--- src/rtl/fa_pkg.sv ---
// Shared types and constants for the serial full-adder initiator.
package fa_pkg;

    typedef enum logic [1:0] {
        IDLE,
        ISSUE,
        WAIT,
        RESP
    } fa_state_e;

    // Pipeline depth of the external 1-bit full adder.
    localparam int unsigned FA_LATENCY = 2;

    // Cycles spent per operand bit: one issue cycle plus the adder latency.
    localparam int unsigned BITS_PER_CYCLE_COST = FA_LATENCY + 1;

endpackage

--- src/rtl/fa_serial_driver.sv ---
// Serial initiator for a 2-stage 1-bit full adder: takes WIDTH-bit add requests,
// issues them one bit at a time LSB first, chains the carry and returns the sum.
// Optional macro FA_TIMEOUT_EN: abort a bit that gets no adder response within
// TIMEOUT cycles and return the partial sum with rsp_error set.
module fa_serial_driver
    import fa_pkg::*;
#(
    parameter int unsigned WIDTH   = 8,
    parameter int unsigned TIMEOUT = 8
) (
    input  logic             clk,
    input  logic             reset,
    input  logic             req_valid,
    output logic             req_ready,
    input  logic [WIDTH-1:0] req_a,
    input  logic [WIDTH-1:0] req_b,
    input  logic             req_cin,
    output logic             fa_in_valid,
    output logic             fa_a,
    output logic             fa_b,
    output logic             fa_cin,
    input  logic             fa_out_valid,
    input  logic             fa_sum,
    input  logic             fa_cout,
    output logic             rsp_valid,
    input  logic             rsp_ready,
    output logic [WIDTH-1:0] rsp_sum,
    output logic             rsp_cout,
    output logic             rsp_error
);

    localparam int unsigned IDX_W = $clog2(WIDTH);
    localparam int unsigned CNT_W = $clog2(TIMEOUT + 1);

    // Reject configurations the bit-serial datapath cannot handle.
    if (WIDTH < 2 || TIMEOUT < 1) begin : g_param_check
        $error("fa_serial_driver: WIDTH must be >= 2 and TIMEOUT >= 1");
    end

    fa_state_e        state_q, state_d;
    logic [WIDTH-1:0] a_q, a_d;
    logic [WIDTH-1:0] b_q, b_d;
    logic [WIDTH-1:0] sum_q, sum_d;
    logic [IDX_W-1:0] idx_q, idx_d;
    logic             carry_q, carry_d;

`ifdef FA_TIMEOUT_EN
    logic [CNT_W-1:0] cnt_q, cnt_d;
    logic             err_q, err_d;
`endif

    // State and datapath registers.
    always_ff @(posedge clk or posedge reset) begin
        if (reset) begin
            state_q <= IDLE;
            a_q     <= '0;
            b_q     <= '0;
            sum_q   <= '0;
            idx_q   <= '0;
            carry_q <= 1'b0;
`ifdef FA_TIMEOUT_EN
            cnt_q   <= '0;
            err_q   <= 1'b0;
`endif
        end else begin
            state_q <= state_d;
            a_q     <= a_d;
            b_q     <= b_d;
            sum_q   <= sum_d;
            idx_q   <= idx_d;
            carry_q <= carry_d;
`ifdef FA_TIMEOUT_EN
            cnt_q   <= cnt_d;
            err_q   <= err_d;
`endif
        end
    end

    // Next-state logic and state-decoded outputs.
    always_comb begin
        state_d     = state_q;
        a_d         = a_q;
        b_d         = b_q;
        sum_d       = sum_q;
        idx_d       = idx_q;
        carry_d     = carry_q;
`ifdef FA_TIMEOUT_EN
        cnt_d       = cnt_q;
        err_d       = err_q;
`endif
        req_ready   = 1'b0;
        fa_in_valid = 1'b0;
        fa_a        = 1'b0;
        fa_b        = 1'b0;
        fa_cin      = 1'b0;
        rsp_valid   = 1'b0;
        rsp_sum     = '0;
        rsp_cout    = 1'b0;

        unique case (state_q)
            IDLE: begin
                // Registered state is already IDLE during reset, so gate ready explicitly.
                req_ready = !reset;
                if (req_valid && req_ready) begin
                    a_d     = req_a;
                    b_d     = req_b;
                    carry_d = req_cin;
                    idx_d   = '0;
                    sum_d   = '0;
                    state_d = ISSUE;
                end
            end
            ISSUE: begin
                fa_in_valid = 1'b1;
                fa_a        = a_q[idx_q];
                fa_b        = b_q[idx_q];
                fa_cin      = carry_q;
`ifdef FA_TIMEOUT_EN
                cnt_d       = '0;
`endif
                state_d     = WAIT;
            end
            WAIT: begin
                if (fa_out_valid) begin
                    sum_d[idx_q] = fa_sum;
                    carry_d      = fa_cout;
                    if (idx_q == IDX_W'(WIDTH - 1)) begin
                        state_d = RESP;
                    end else begin
                        idx_d   = idx_q + IDX_W'(1);
                        state_d = ISSUE;
                    end
                end
`ifdef FA_TIMEOUT_EN
                else if (cnt_q == CNT_W'(TIMEOUT - 1)) begin
                    err_d   = 1'b1;
                    state_d = RESP;
                end else begin
                    cnt_d = cnt_q + CNT_W'(1);
                end
`endif
            end
            RESP: begin
                rsp_valid = 1'b1;
                rsp_sum   = sum_q;
                rsp_cout  = carry_q;
                if (rsp_ready) begin
`ifdef FA_TIMEOUT_EN
                    err_d = 1'b0;
`endif
                    state_d = IDLE;
                end
            end
            default: state_d = IDLE;
        endcase
    end

`ifdef FA_TIMEOUT_EN
    assign rsp_error = err_q;
`else
    assign rsp_error = 1'b0;
`endif

endmodule

--- config.mk ---
export PLATFORM = sky130hd
export DESIGN_NAME = fa_serial_driver
export DESIGN_NICKNAME = d
export VERILOG_FILES = /design/src/rtl/fa_pkg.sv /design/src/rtl/fa_serial_driver.sv
export SDC_FILE = /design/constraint.sdc
export NUM_CORES = 1
export LEC_CHECK = 0
export CORE_MARGIN = 5
export CORE_UTILIZATION = 52
export CTS_CLUSTER_DIAMETER = 60
export DETAILED_ROUTE_END_ITERATION = 7
export PLACE_DENSITY = 0.84
export SETUP_SLACK_MARGIN = 0.02
export SLEW_MARGIN = 20
export SYNTH_ARGS = -nofsm -noshare
export SYNTH_HDL_FRONTEND = slang
export SYNTH_SLANG_ARGS = --single-unit
export TNS_END_PERCENT = 5
--- constraint.sdc ---
create_clock -name clk -period 2.7 [get_ports clk]
set_input_delay 0.54 -clock clk [delete_from_list [all_inputs] [get_ports clk]]
set_output_delay 0.54 -clock clk [all_outputs]
set_load 0.01 [all_outputs]
Word-level counts from Yosys, hierarchy flattened --
Index checks and enable logic that the tools add are counted.
Operators by class: multiplexer cells 30, add/sub/neg operators 1, order comparisons 2, reductions and logical operators 9, equality and inequality tests 8
Operator list (number):
- $mux W8 | 3
- $pmux W8 S2 | 1
- $mux W1 | 12
- $mux W3 | 3
- $bwmux W8 | 1
- $mux W2 | 4
- $ne A2 B2 Y1 const B | 4
- $pmux W2 S4 | 1
- $bmux W1 S3 | 2
- $pmux W3 S2 | 1
- $reduce_and A3 Y1 | 2
- $eq A2 B2 Y1 const B | 2
- $lt A3 B4 Y1 const B | 1
- $reduce_and A4 Y1 | 1
- $add A3 B1 Y3 const B | 1
- $demux W1 S3 | 1
- $eq A3 B3 Y1 const B | 1
- $ge A3 B1 Y1 const B | 1
- $eq A2 B1 Y1 const B | 1
- $logic_and A1 B1 Y1 | 2
- $logic_not A2 Y1 | 1
- $pmux W1 S2 | 1
- $reduce_and A2 Y1 | 1
- $reduce_bool A2 Y1 | 1
- $logic_not A1 Y1 | 1
Storage, ports and cells: word-level logic and storage cells 56, bits in registers 30, input bits 24

Longest topological paths before layout --
Gate-level depths: netlist (run 1).
depth in word-level cells 7, mapped depth 6, gate-level depth less buffers 5

Least setup slack after synthesis (run 1) --
Ideal clock, no wire load.
path type register -> output, start point reg idx_q[0], end point out fa_a, slack 920 ps, cell stages (with the launch flop) 7, arrival time 1240 ps, required time 2160 ps, cells stage by stage dfrtp_1 -> buf_2 -> buf_2 -> nand3b_1 -> o21ai_0 -> nand2_1 -> a31oi_1
Between the ends: cells in the longest elaborated chain, start to end 3
Ends and longest elaborated chain:
- start: declaration | RTL line fa_serial_driver.sv:44 | logic [IDX_W-1:0] idx_q, idx_d;
- start signal: assignment | RTL line fa_serial_driver.sv:70 | idx_q <= idx_d;
- $bmux W1 S3 | RTL line fa_serial_driver.sv:115 | fa_a = a_q[idx_q];
- $mux W1 (not written as such) | RTL line fa_serial_driver.sv:115
- $mux W1 | RTL line fa_serial_driver.sv:100 | unique case (state_q)
- end: declaration | RTL line fa_serial_driver.sv:19 | output logic fa_a,
Every way passes these cells. The select of a mux whose other input is x is not followed.

Worst setup path after layout (run 1) --
start point reg idx_q[0], end point out fa_b
Between the ends: cells in the longest elaborated chain, start to end 3
Ends and longest elaborated chain:
- $bmux W1 S3 | RTL line fa_serial_driver.sv:116 | fa_b = b_q[idx_q];
- $mux W1 (not written as such) | RTL line fa_serial_driver.sv:116
- $mux W1 | RTL line fa_serial_driver.sv:100
- end: declaration | RTL line fa_serial_driver.sv:20 | output logic fa_b,
Every way passes these cells. The select of a mux whose other input is x is not followed.

==> results of run 1 <==
-- repair_timing --
item	in CTS	in global routing
endpoints found under the setup margin	2	2
setup buffers	0	7
gates resized for setup	2	4
-- worst max-delay path by stage --
stage	from	endpoint	slack [ns]	depth (start not counted)
2_1_floorplan	idx_q[0]	fa_a	0.92	6
4_1_cts	idx_q[2]	fa_b	0.05	5
6_report	idx_q[0]	fa_b	0.14	5
5_1_grt	idx_q[0]	fa_b	0.01	5
3_3_place_gp	idx_q[0]	fa_b	0.33	4
3_5_place_dp	idx_q[0]	fa_b	0.27	4
-- per-layer routing --
metal  vias to the layer above  global-route usage [%]  wire, microns
li1                        623                       -              -
met5                         -                       0              0
met4                         0                    6.22             32
met1                       625                    20.0           1460
met3                         5                    5.95            252
met2                        44                    32.9           1820
-- worst reg2reg max path, cell delays in order, from the launching register on --
cell      delay (ns)
dfrtp_4         0.53
clkbuf_4        0.20
ha_1            0.21
ha_1            0.20
o21ai_0         0.17
nand2b_1        0.13
mux2_2          0.28
-- per-stage QoR --
stage	util (%)	instance area (sq um)	instances	hold WS, ns	total power [mW]
after detailed placement	66.1	2000	226	0.487	1.64
after CTS	67.7	2050	233	0.507	1.89
after global placement	66.1	2000	226	0.471	1.59
after global routing	69.8	2110	240	0.531	2.11
final	69.8	2110	240	0.507	1.95
after floorplan	-	1620	153	0.450	1.42
-- placed cells by master (no fill, tap or decap), drive strengths merged, types with 4 or more instances in the layout --
master and count:
a31oi 7, and3 11, buf 8, clkbuf 7, clkdlybuf4s50 37, dfrtp 30, inv 5, mux2 18
mux2i 5, nand2 9, nand2b 6, nor2 4, o21ai 21
-- state kept, by name, summed over array words and instances (netlist names) --
name	cells
a_q	8
b_q	8
carry_q	1
idx_q	3
state_q	2
sum_q	8
-- power breakdown --
| part | internal (mW) | leakage (nW) | switching [mW] |
|---|---|---|---|
| Clock | 0.0933 | 0.0308 | 0.147 |
| Sequential | 0.643 | 0.372 | 0.174 |
| Combinational | 0.499 | 0.565 | 0.396 |
| Total | 1.24 | 0.968 | 0.717 |
-- kinds of logic (layout without fill, tap and decap cells) --
| family | Yosys count | in the layout | share of synthesized area [%] |
|---|---|---|---|
| buffers and inverters | 17 | 60 | 5.87 |
| and+or+nand+nor | 43 | 43 | 14.8 |
| muxes | 23 | 23 | 17.9 |
| AOI/OAI and AO/OA | 37 | 37 | 13.2 |
| adders and majority gates | 2 | 2 | 1.55 |
| other | 1 | 1 | 0.232 |
| DFF | 30 | 30 | 46.4 |
-- final cells by class --
class,count,share of cell area [%]
Clock buffer,5,1.78
Sequential cell,30,35.8
Timing Repair Buffer,48,21.6
Tap cell,44,2.61
Clock inverter,2,0.474
Inverter,5,0.889
Multi-Input combinational cell,106,36.8
==> impl_metrics.prom, run 1 <==
# TYPE chip_impl_metric gauge
chip_impl_metric{name="drt-total-wl",unit="microns"} 3560
chip_impl_metric{name="grt_first_pass_wirelength",unit="microns"} 5960
chip_impl_metric{name="place.gp.congestion",unit=""} 0.822
chip_impl_metric{name="ys_async_sr_fraction",unit="%"} 100
chip_impl_metric{name="antenna_left",unit=""} 0
chip_impl_info{name="netlist_top_cells_area",value="dfrtp_1, mux2_4, mux2_2, and3_1, o21ai_1"} 1
chip_impl_metric{name="antenna_violations_before_repair",unit=""} 0
chip_impl_info{name="holdPathEnd",value="carry_q"} 1
chip_impl_metric{name="maxSlewViolCount",unit=""} 0
chip_impl_metric{name="top_level_ports",unit=""} 40
chip_impl_metric{name="grt_pass1_vias",unit=""} 1314
chip_impl_metric{name="synth_cell_type_count",unit=""} 32
chip_impl_metric{name="drt-initial-drc-count",unit=""} 105
chip_impl_metric{name="synth_enable_flop_cells",unit=""} 0
chip_impl_metric{name="die_extent_in_x",unit="microns"} 65.8
chip_impl_info{name="tritoncts",value="yes"} 1
chip_impl_metric{name="dr.pass1.iters",unit=""} 6
chip_impl_info{name="timing.critical_path.from_type",value="flip-flop"} 1
chip_impl_metric{name="place_hpwl",unit="microns"} 2610
chip_impl_metric{name="tns",unit="ns"} 0
chip_impl_metric{name="crit_required",unit="ns"} 2.16
chip_impl_metric{name="maximum_fanout_along_the_worst_path",unit=""} 7
chip_impl_metric{name="antenna_cells",unit=""} 0
chip_impl_metric{name="vias",unit=""} 1297
chip_impl_metric{name="timing.reg2reg.worst_path_depth",unit=""} 6
chip_impl_metric{name="die_ar",unit="sq um"} 4330
chip_impl_info{name="rsz0062_at_grt",value="yes"} 1
chip_impl_info{name="synth.top_cells.by_count",value="dfrtp_1, o21ai_1, and3_1, mux2_4"} 1
chip_impl_metric{name="nets",unit=""} 222
chip_impl_metric{name="period_share",unit="%"} 95.0
chip_impl_metric{name="post-place-ws",unit="ns"} 0.272
chip_impl_metric{name="synthesis.area_per_instance",unit="sq um"} 10.6
chip_impl_metric{name="power_density",unit="nW/um^2"} 925
chip_impl_metric{name="rows",unit=""} 20
chip_impl_metric{name="postCtsHoldBufs",unit=""} 0
chip_impl_info{name="status",value="completed"} 1
chip_impl_metric{name="finalSetupViolCount",unit=""} 0
chip_impl_metric{name="register_area",unit="sq um"} 757
chip_impl_info{name="setup.worst_path.end_class",value="output port"} 1
chip_impl_info{name="hold_path.startpoint",value="carry_q"} 1
chip_impl_info{name="yosysMostFrequentCell",value="dfrtp_1"} 1
chip_impl_metric{name="timing_worst_slew_pin_value",unit="ns"} 0.553
chip_impl_info{name="timing.setup.critical_path_class",value="flip-flop to output port"} 1
chip_impl_metric{name="post_route_cells_drive_above_1_share",unit="%"} 20.4
chip_impl_metric{name="achievable-frequency",unit="MHz"} 390
chip_impl_metric{name="synth.top_cell.area_share",unit="%"} 46.4
chip_impl_metric{name="path_clk_slew",unit="ns"} 0.09
chip_impl_info{name="synthDominantAreaCellType",value="dfrtp_1"} 1
chip_impl_metric{name="grt.total_usage",unit="%"} 18.3
chip_impl_metric{name="cts_htree_levels",unit=""} 2
chip_impl_metric{name="start_util",unit="%"} 53.5
chip_impl_info{name="crit-reg2reg-capture",value="idx_q[0]"} 1
chip_impl_metric{name="cts_buffers",unit=""} 5
chip_impl_metric{name="routed_wire_length_per_instance",unit="microns"} 14.8
chip_impl_metric{name="synth-seq-area-share",unit="%"} 46.4
chip_impl_metric{name="coreArea",unit="sq um"} 3030
chip_impl_metric{name="post-route-drc-count",unit=""} 0
chip_impl_info{name="cp_top_family",value="buffers and inverters"} 1
chip_impl_metric{name="total_leakage_power",unit="nW"} 0.968
chip_impl_info{name="cts-root-buf",value="clkbuf_4"} 1
chip_impl_metric{name="cts_num_sinks",unit=""} 30
chip_impl_metric{name="data_arrival_at_the_endpoint_of_the_critical_path",unit="ns"} 2.02
chip_impl_metric{name="floorplan.die.height",unit="microns"} 65.8
chip_impl_metric{name="multiInputGateArea",unit="sq um"} 778
chip_impl_metric{name="fillers",unit=""} 240
chip_impl_metric{name="ys_ff_latch",unit=""} 30
chip_impl_metric{name="clk_path_buf_depth",unit=""} 2
chip_impl_metric{name="viasPerCell",unit=""} 5.40
chip_impl_metric{name="layout_setup_ws",unit="ns"} 0.136
chip_impl_metric{name="timing.final.crit_period",unit="ns"} 2.56
chip_impl_info{name="worst_path_max_delay_cell",value="clkdlybuf4s50_1"} 1
chip_impl_metric{name="skew",unit="ns"} 0.00402
chip_impl_info{name="synth_ff_type",value="dfrtp_1"} 1
chip_impl_metric{name="hold-path-cell-count",unit=""} 2
chip_impl_metric{name="path_buf_inv",unit=""} 2
chip_impl_info{name="worst_r2r_startpoint",value="idx_q[0]"} 1
chip_impl_metric{name="power.ir.vdd_worst",unit="uV"} 468
chip_impl_metric{name="timing.reg2reg.setup_slack",unit="ns"} 0.89
chip_impl_metric{name="syn_area",unit="sq um"} 1620
chip_impl_metric{name="maxSlewHeadroom",unit="%"} 63.1
chip_impl_metric{name="syn-instance-count",unit=""} 153
chip_impl_metric{name="syn-num-nets",unit=""} 179
chip_impl_metric{name="worstSkewPairLatency",unit="ns"} 0.32
chip_impl_metric{name="grt_max_degree",unit=""} 21
chip_impl_metric{name="syn2layout_area_growth",unit="%"} 30.4
chip_impl_info{name="hp-class",value="flip-flop to flip-flop"} 1
chip_impl_metric{name="global_route.overflow_total",unit=""} 0
chip_impl_metric{name="number_of_max_capacitance_violations_reported",unit=""} 0
chip_impl_info{name="crit_path_cell_trace",value="clkbuf_2 > o21ai_0 > nand2b_1 > a31oi_1 > clkdlybuf4s50_1"} 1
chip_impl_metric{name="finalHoldViolCount",unit=""} 0
chip_impl_metric{name="cp_slowest_stage_delay",unit="ns"} 0.57
chip_impl_metric{name="synth_warnings",unit=""} 0
chip_impl_metric{name="port_buffers",unit=""} 38
Note: power is estimated with default switching activity, not from simulation.
==> inputs of run 2 (changes only) <==
CAP_MARGIN = 40   (was default)
CORE_MARGIN = default   (was 5)
==> run 2 against run 1 <==
  * The run now ends with design-rule violations left
  * Routed wire length fell by 2.6%
  * Setup slack got worse by 0.013 ns
  * Critical path depth did not move
  * Via count is 1.9% lower
  * Design area down 0.77%
  * Worst hold slack gained 0.0078 ns
  * Critical path type unchanged
  * Largest power group unchanged
  * Highest routed layer unchanged
==> impl_metrics.prom, run 2 (synthesis gave the netlist of run 1 again) <==
# TYPE chip_impl_metric gauge
chip_impl_metric{name="syn2layout_area_growth",unit="%"} 29.4
chip_impl_metric{name="postCtsHoldBufs",unit=""} 0
chip_impl_metric{name="antenna_violations_before_repair",unit=""} 0
chip_impl_metric{name="place_hpwl",unit="microns"} 2530
chip_impl_metric{name="top_level_ports",unit=""} 40
chip_impl_info{name="hp-class",value="flip-flop to flip-flop"} 1
chip_impl_metric{name="grt_pass1_vias",unit=""} 1265
chip_impl_metric{name="sum_of_internal_switching_and_leakage_power",unit="mW"} 2.05
chip_impl_metric{name="cellInternalPower",unit="mW"} 1.32
chip_impl_metric{name="power.switching_fraction",unit="%"} 35.9
chip_impl_info{name="mostFrequentLayoutCells",value="clkdlybuf4s50_1, dfrtp_1, o21ai_1"} 1
chip_impl_info{name="setup.worst_path.end_class",value="output port"} 1
chip_impl_info{name="status",value="finished with violations"} 1
chip_impl_metric{name="finalHoldViolCount",unit=""} 0
chip_impl_metric{name="floorplan.die.height",unit="microns"} 57.8
chip_impl_info{name="layout_top_registers",value="a_q (8), b_q (8), sum_q (8)"} 1
chip_impl_metric{name="global_route.overflow_total",unit=""} 0
chip_impl_info{name="timing.critical_path.from_type",value="flip-flop"} 1
chip_impl_info{name="tritoncts",value="yes"} 1
chip_impl_metric{name="timing.final.crit_period",unit="ns"} 2.58
chip_impl_metric{name="post_route_cells_drive_above_1_share",unit="%"} 20.2
chip_impl_metric{name="die_extent_in_x",unit="microns"} 57.8
chip_impl_metric{name="drt-total-wl",unit="microns"} 3470
chip_impl_info{name="hold_path.startpoint",value="sum_q[3]"} 1
chip_impl_metric{name="tns",unit="ns"} 0
chip_impl_metric{name="worstSkewPairLatency",unit="ns"} 0.34
chip_impl_metric{name="antenna_left",unit=""} 0
chip_impl_metric{name="power.ir.vdd_worst",unit="uV"} 529
chip_impl_metric{name="start_util",unit="%"} 56.8
chip_impl_info{name="cp-startpoint",value="idx_q[0]"} 1
chip_impl_metric{name="power_switching",unit="mW"} 0.738
chip_impl_metric{name="clk_pwr_share",unit="%"} 17.4
chip_impl_metric{name="vias",unit=""} 1273
chip_impl_metric{name="achievable-frequency",unit="MHz"} 388
chip_impl_metric{name="register_area",unit="sq um"} 757
chip_impl_metric{name="maxSlewHeadroom",unit="%"} 63.8
chip_impl_info{name="cts-root-buf",value="clkbuf_4"} 1
chip_impl_metric{name="finalSetupViolCount",unit=""} 0
chip_impl_metric{name="rows",unit=""} 19
chip_impl_metric{name="grt.total_usage",unit="%"} 23.5
chip_impl_info{name="failing_checks",value="design-rule violations"} 1
chip_impl_metric{name="grt_first_pass_wirelength",unit="microns"} 5790
chip_impl_info{name="rsz0062_at_grt",value="yes"} 1
chip_impl_metric{name="multiInputGateArea",unit="sq um"} 778
chip_impl_metric{name="data_arrival_at_the_endpoint_of_the_critical_path",unit="ns"} 2.04
chip_impl_metric{name="timing.reg2reg.worst_path_depth",unit=""} 6
chip_impl_metric{name="total_leakage_power",unit="nW"} 0.944
chip_impl_metric{name="number_of_max_capacitance_violations_reported",unit=""} 0
chip_impl_metric{name="power_density",unit="nW/um^2"} 980
chip_impl_metric{name="coreArea",unit="sq um"} 2850
chip_impl_metric{name="viasPerCell",unit=""} 5.68
chip_impl_metric{name="path_clk_slew",unit="ns"} 0.10
chip_impl_metric{name="post-route-drc-count",unit=""} 2
chip_impl_info{name="worst_path_max_delay_cell",value="dfrtp_4"} 1
chip_impl_metric{name="antenna_cells",unit=""} 0
chip_impl_metric{name="timing_worst_slew_pin_value",unit="ns"} 0.543
chip_impl_metric{name="combinationalPowerShare",unit="%"} 43.4
chip_impl_metric{name="maximum_fanout_along_the_worst_path",unit=""} 11
chip_impl_metric{name="cp_slowest_stage_delay",unit="ns"} 0.56
chip_impl_metric{name="place.gp.congestion",unit=""} 0.833
chip_impl_metric{name="maxSlewViolCount",unit=""} 0
chip_impl_info{name="most_frequent_standard_cell_in_the_layout_excluding_fill_and_tap_cells",value="clkdlybuf4s50_1"} 1
chip_impl_metric{name="cts_num_sinks",unit=""} 30
chip_impl_metric{name="crit_required",unit="ns"} 2.16
chip_impl_metric{name="fillers",unit=""} 202
chip_impl_metric{name="placedCellCount",unit=""} 215
chip_impl_info{name="timing.setup.critical_path_class",value="flip-flop to output port"} 1
chip_impl_metric{name="hold-path-cell-count",unit=""} 2
chip_impl_metric{name="cts_buffers",unit=""} 5
chip_impl_metric{name="layoutNonFillerInstCount",unit=""} 224
chip_impl_metric{name="power_frac_seq",unit="%"} 39.2
chip_impl_metric{name="dr.pass1.iters",unit=""} 8
chip_impl_metric{name="clk_path_buf_depth",unit=""} 2
chip_impl_metric{name="die_ar",unit="sq um"} 3340
chip_impl_metric{name="drt-initial-drc-count",unit=""} 50
chip_impl_info{name="crit_path_cell_trace",value="inv_2 > and3_1 > o21ai_0 > a31oi_1 > clkdlybuf4s50_1"} 1
chip_impl_metric{name="cts_htree_levels",unit=""} 2
chip_impl_metric{name="grt_max_degree",unit=""} 21
chip_impl_metric{name="nets",unit=""} 218
chip_impl_metric{name="period_share",unit="%"} 95.4
chip_impl_metric{name="routed_wire_length_per_instance",unit="microns"} 15.5
chip_impl_metric{name="port_buffers",unit=""} 38
chip_impl_metric{name="skew",unit="ns"} 0.00303
chip_impl_info{name="worst_r2r_startpoint",value="idx_q[0]"} 1
-- run 2: path summary, 6_finish.rpt --
| kind | slack (ns) | end |
|---|---|---|
| max in group asynchronous | 1.46 | idx_q[0] |
| min | 0.52 | sum_q[3] |
| min in group asynchronous | 0.60 | b_q[5] |
| max reg2reg | 0.86 | idx_q[0] |
| min reg2reg | 0.52 | sum_q[3] |
| max | 0.12 | fa_a |
-- run 2: per-stage QoR --
stage	util [%]	hold WS (ns)	setup WS, ns	area [sq um]
floorplan	-	0.450	0.920	1620
global placement	70.1	0.473	0.346	2000
detailed placement	70.1	0.484	0.290	2000
CTS	72.9	0.505	0.0511	2080
global route	73.5	0.532	0.00972	2100
finish	73.5	0.515	0.123	2100
-- run 2: area by class of cell --
cell class | count | share of cell area, %
flip-flops and latches | 30 | 36.1
well taps | 31 | 1.85
repair buffers | 44 | 20.3
multi-input cells | 106 | 37.1
inverters | 5 | 0.896
clock inverters | 3 | 1.91
clock buffers | 5 | 1.79
-- run 2: critical path, delay by kind of cell, from the launching register on --
family / cells / cell delay [ns]
buffers and inverters: 2 / 0.68
DFF: 1 / 0.56
AOI/OAI and AO/OA: 2 / 0.29
and+or+nand+nor: 1 / 0.16
-- run 2: power by group through the flow --
| stage | Clock [mW] | Combinational [mW] | Sequential (mW) |
|---|---|---|---|
| floorplan | 0 | 0.698 | 0.722 |
| global placement | 0 | 0.814 | 0.801 |
| detailed placement | 0 | 0.852 | 0.819 |
| CTS | 0.363 | 0.859 | 0.811 |
| global route | 0.381 | 0.986 | 0.832 |
| finish | 0.358 | 0.890 | 0.805 |
-- run 2: what timing repair did --
| item | 4_1_cts | 5_1_grt |
|---|---|---|
| setup endpoints to repair | 2 | 2 |
| resized for setup | 1 | 6 |
| buffers inserted | 0 | 1 |
| pin swaps | 0 | 0 |
| gates cloned | 0 | 0 |
-- run 2: per-layer routing --
metal	wire length, microns	vias to the layer above	track usage (%)
li1	-	613	-
met1	1430	604	28.5
met2	1760	44	39.1
met3	179	12	6.92
met4	98	0	10.2
met5	0	-	0
